## src/rtl/alu_rr_arbiter.sv

```systemverilog
// Two-requester round-robin front end for a shared 4-bit ALU (add/mul/or/and), registered in and out.
// Define ALU_RR_ARBITER_STATS_EN to add the per-requester grant counters gcnt0/gcnt1.
module alu_rr_arbiter #(
  parameter int W    = 4,
  parameter int NREQ = 2
) (
  input  logic              clk,
  input  logic              rst,
  input  logic [NREQ-1:0]   req,
  input  logic [W-1:0]      a0,
  input  logic [W-1:0]      b0,
  input  logic [1:0]        op0,
  input  logic [W-1:0]      a1,
  input  logic [W-1:0]      b1,
  input  logic [1:0]        op1,
  output logic [NREQ-1:0]   grant,
  output logic [NREQ-1:0]   done,
  output logic [2*W-1:0]    result,
`ifdef ALU_RR_ARBITER_STATS_EN
  output logic [7:0]        gcnt0,
  output logic [7:0]        gcnt1,
`endif
  output logic              busy
);

  // state | meaning
  // IDLE  | no owner; sample req, pick winner, capture its operands
  // EXEC  | ALU evaluates captured operands; result and done registered
  // RESP  | done pulse visible; release grant and record last owner
  typedef enum logic [1:0] {IDLE, EXEC, RESP} state_t;

  state_t        state;
  logic [W-1:0]  a_q, b_q;
  logic [1:0]    op_q;
  logic          win_q;
  logic          last_grant;
  logic          win_nxt;
  logic [2*W-1:0] alu_out;
  logic [2*W-1:0] a_ext, b_ext;

  // On contention the requester that did not own the ALU last time wins.
  always_comb begin
    win_nxt = req[1];
    if (req == 2'b11) win_nxt = ~last_grant;
  end

  assign a_ext = {{W{1'b0}}, a_q};
  assign b_ext = {{W{1'b0}}, b_q};

  always_comb begin
    alu_out = '0;
    case (op_q)
      2'b00: alu_out = a_ext + b_ext;
      2'b01: alu_out = a_ext * b_ext;
      2'b10: alu_out = a_ext | b_ext;
      2'b11: alu_out = a_ext & b_ext;
      default: alu_out = '0;
    endcase
  end

  assign busy = (state != IDLE);

  always_ff @(posedge clk or posedge rst) begin
    if (rst) begin
      state      <= IDLE;
      a_q        <= '0;
      b_q        <= '0;
      op_q       <= '0;
      win_q      <= 1'b0;
      last_grant <= 1'b1;
      grant      <= '0;
      done       <= '0;
      result     <= '0;
`ifdef ALU_RR_ARBITER_STATS_EN
      gcnt0      <= '0;
      gcnt1      <= '0;
`endif
    end else begin
      case (state)
        IDLE: begin
          grant <= '0;
          if (req != '0) begin
            win_q <= win_nxt;
            grant <= NREQ'(1) << win_nxt;
            a_q   <= win_nxt ? a1  : a0;
            b_q   <= win_nxt ? b1  : b0;
            op_q  <= win_nxt ? op1 : op0;
            state <= EXEC;
`ifdef ALU_RR_ARBITER_STATS_EN
            if (win_nxt) gcnt1 <= gcnt1 + 8'd1;
            else         gcnt0 <= gcnt0 + 8'd1;
`endif
          end
        end
        EXEC: begin
          result <= alu_out;
          done   <= NREQ'(1) << win_q;
          state  <= RESP;
        end
        RESP: begin
          last_grant <= win_q;
          grant      <= '0;
          done       <= '0;
          state      <= IDLE;
        end
        default: state <= IDLE;
      endcase
    end
  end

endmodule

```

## config.mk

```make
export PLATFORM = sky130hd
export DESIGN_NAME = alu_rr_arbiter
export DESIGN_NICKNAME = d
export VERILOG_FILES = /design/src/rtl/alu_rr_arbiter.sv
export SDC_FILE = /design/constraint.sdc
export NUM_CORES = 1
export LEC_CHECK = 0
export CAP_MARGIN = 20
export CORE_MARGIN = 1.5
export CORE_UTILIZATION = 45
export CTS_BUF_LIST = sky130_fd_sc_hd__clkbuf_8
export DETAILED_ROUTE_END_ITERATION = 10
export GPL_TIMING_DRIVEN = 0
export MAX_ROUTING_LAYER = met4
export PLACE_DENSITY = 0.82
export SLEW_MARGIN = 20
export SYNTH_ARGS = -nofsm -noshare
export SYNTH_HDL_FRONTEND = slang
export SYNTH_SLANG_ARGS = --single-unit
```

## constraint.sdc

```tcl
create_clock -name clk -period 4.5 [get_ports clk]
set_input_delay 0.9 -clock clk [delete_from_list [all_inputs] [get_ports clk]]
set_output_delay 0.9 -clock clk [all_outputs]
set_load 0.01 [all_outputs]
```

==> out/results.ini <==
[sta]
worst_pin_slew_ns = 0.926
min_period_ns = 2.90
period_share = 0.645
clock_skew_ns = 0.00265
grt_setup_unrepaired = no
finalSetupTns_ns = 0
hold_viol_final = 0
fmax_mhz = 345
whs_ns = 0.522
setup_viol = 0
final_max_slew_viol_count = 0
slew_headroom = 0.379

[worst_setup_path]
worstPathRequired_ns = 4.68
r2r-start = a_q[0]
end_kind = register
slowest_delay_ns = 0.56
path_max_fanout = 4
arrival_ns = 3.08
path_cells = nand2_1 > fa_1 > inv_1 > fa_1 > inv_1 > fa_1 > nand2b_1 > a21oi_1 > xor2_1 > a31o_2
cp_common_cell = fa_1
cp_slowest_cell = fa_1
startpoint_type = register
rr_worst_depth = 10
regToRegEndpoint = result[6]
worstSetupPathType = reg -> reg
r2r_slack_ns = 1.60

[cts]
clock_latency_ns = 0.28
clk_pin_slew_ns = 0.09
cts_tree = done
clkSinkCount = 26
clk_path_buf_depth = 2
cts-root-buf = clkbuf_8
cts_resized = 0
cts_inserted_buffers = 3
h-tree-depth = 1
post_cts_buffers = 0
postCtsHoldBufs = 0

[worst_hold_path]
hp-class = reg -> reg
holdPathEnd = result[2]
hold_depth = 1
hold_start = result[2]

[grt]
grt_use_total = 0.180
antenna_found_initial = 0
grt_overflow_total = 0
grt_max_degree = 27
grt_pass1_wl_mm = 5.96
grt_pass1_vias = 1402

[synthesis]
synth_top_area_frac = 0.336
async_flop_share = 1.00
syn_area_sq_um = 1860
ys.flop_type = dfrtp_1
ys_warn_count = 0
syn_area_per_cell_sq_um = 9.37
synth_edf_count = 0
ys_seq_elements = 26
synth_seq_area_share = 0.350
synth.distinct_cells = 35
synth_area_leader_cell = dfrtp_1
ys_top_cells_by_area = dfrtp_1 34%, ha_1 16%, mux2i_1 6.4%, fa_1 5.4%, nor2_1 5.2%
yosys-top-cells-count = 26 x nor2_1, 25 x dfrtp_1, 24 x ha_1, 24 x inv_1, 18 x nand2_1
synthCells = 199
synth_nets = 252
synth_most_common_cell = nor2_1

[final_layout]
syn2layout_area_growth_pct = 26.5
drive_gt1_frac = 0.0669
nets = 293
diodes = 0
multi_input_area_sq_um = 1090
n_fill_cell = 347
register_area_sq_um = 652
utilization = 0.590

[floorplan]
start_util = 0.466
die-height_um = 67.4
dieWidth_um = 67.4
design.core.area_sq_um = 4000
io_pins = 37
num_rows = 23
die_area_sq_um = 4540

[drt]
wl_per_cell_um = 12.2
route.detailed.drc = 0
num_vias = 1491
postRouteAntennaNets = 0
finalWirelength_mm = 3.53
dr.first_iter.drc_count = 50
drt-pass1-iter-count = 4
post_drt_via_cell_ratio = 5.16

[pwr]
cellLeakagePower_nw = 1.11
p_per_area_nw_per_um2 = 668
irDropWorstVdd_uv = 270

[placement]
hpwl_mm = 2.80
place.gp.congestion = 0.843
place.port_buffers = 36

[run_status]
outcome = finished, final reports clean

[flow_run]
maxCapViolations = 0

==> area by class of cell <==
class,instances,area share
multi-input combinational,143,0.464
buffer,6,0.0117
clock inverter,1,0.0127
clock buffer,3,0.0175
inverter,24,0.0382
tap,50,0.0265
sequential,26,0.276
timing repair buffer,36,0.153
==> where the power goes <==
part / internal [mW] / leakage, nW / total (mW) / switching, mW
clock network: 0.119 / 0.0357 / 0.200 / 0.0810
logic: 0.463 / 0.756 / 0.957 / 0.494
registers: 0.344 / 0.321 / 0.419 / 0.0742
total: 0.927 / 1.11 / 1.58 / 0.649
==> metrics by stage <==
step                setup slack, ns  cells  power, mW  area, sq um
global placement               1.63    285       1.34         2290
global route                   1.47    289       1.74         2360
CTS                            1.59    289       1.59         2360
floorplan                      1.73    199       1.09         1860
detailed placement             1.60    285       1.38         2290
finish                         1.60    289       1.58         2360
==> worst max-delay path: cells and delay by family (launching register included) <==
family / cells / cell delay [ns]
AO/OA/AOI/OAI: 2 / 0.40
buffers and inverters: 2 / 0.12
flip-flops: 1 / 0.40
adder cells (fa/ha/maj): 3 / 1.53
XOR/XNOR: 1 / 0.09
AND/OR/NAND/NOR: 2 / 0.26
==> state kept, by name, indices dropped and copies added (netlist names) <==
name / cells
a_q: 4
state: 2
win_q: 1
done: 2
op_q: 2
result: 8
grant: 2
last_grant: 1
b_q: 4
==> kinds of logic (layout without fill, tap and decap cells) <==
| logic type | Yosys count | in the layout | synth area share |
|---|---|---|---|
| simple gates | 58 | 58 | 0.134 |
| buf+inv | 30 | 70 | 0.0631 |
| xor+xnor | 2 | 2 | 0.00940 |
| flops | 26 | 26 | 0.350 |
| mux | 18 | 18 | 0.115 |
| fa+ha+maj | 29 | 29 | 0.215 |
| compound gates | 36 | 36 | 0.115 |
==> worst max-delay path by stage <==
stage / start / to / cells after the start
2_1_floorplan: a_q[0] / result[6] / 10
3_3_place_gp: a_q[0] / result[6] / 10
3_5_place_dp: a_q[0] / result[6] / 10
4_1_cts: a_q[0] / result[6] / 10
5_1_grt: a_q[0] / result[6] / 10
6_report: a_q[0] / result[6] / 10
==> routing by layer <==
metal	track usage	vias to the layer above	part of all wire
li1	-	742	-
met1	0.218	695	0.45
met2	0.314	49	0.50
met3	0.0150	5	0.043
met4	0.0612	0	0.014
met5	-	-	0
==> placed cells by master (no fill, tap or decap), types with 5 or more instances in the layout <==
master / netlist / layout
fa_1: 5 / 5
ha_1: 24 / 24
mux2i_1: 12 / 12
clkdlybuf4s50_1: 0 / 36
o21ai_0: 7 / 7
o21ai_1: 13 / 13
a21oi_1: 5 / 5
nand2_1: 18 / 18
dfrtp_1: 25 / 25
inv_1: 24 / 23
nor2_1: 26 / 26
No activity file was read; power rests on OpenSTA's default activity.
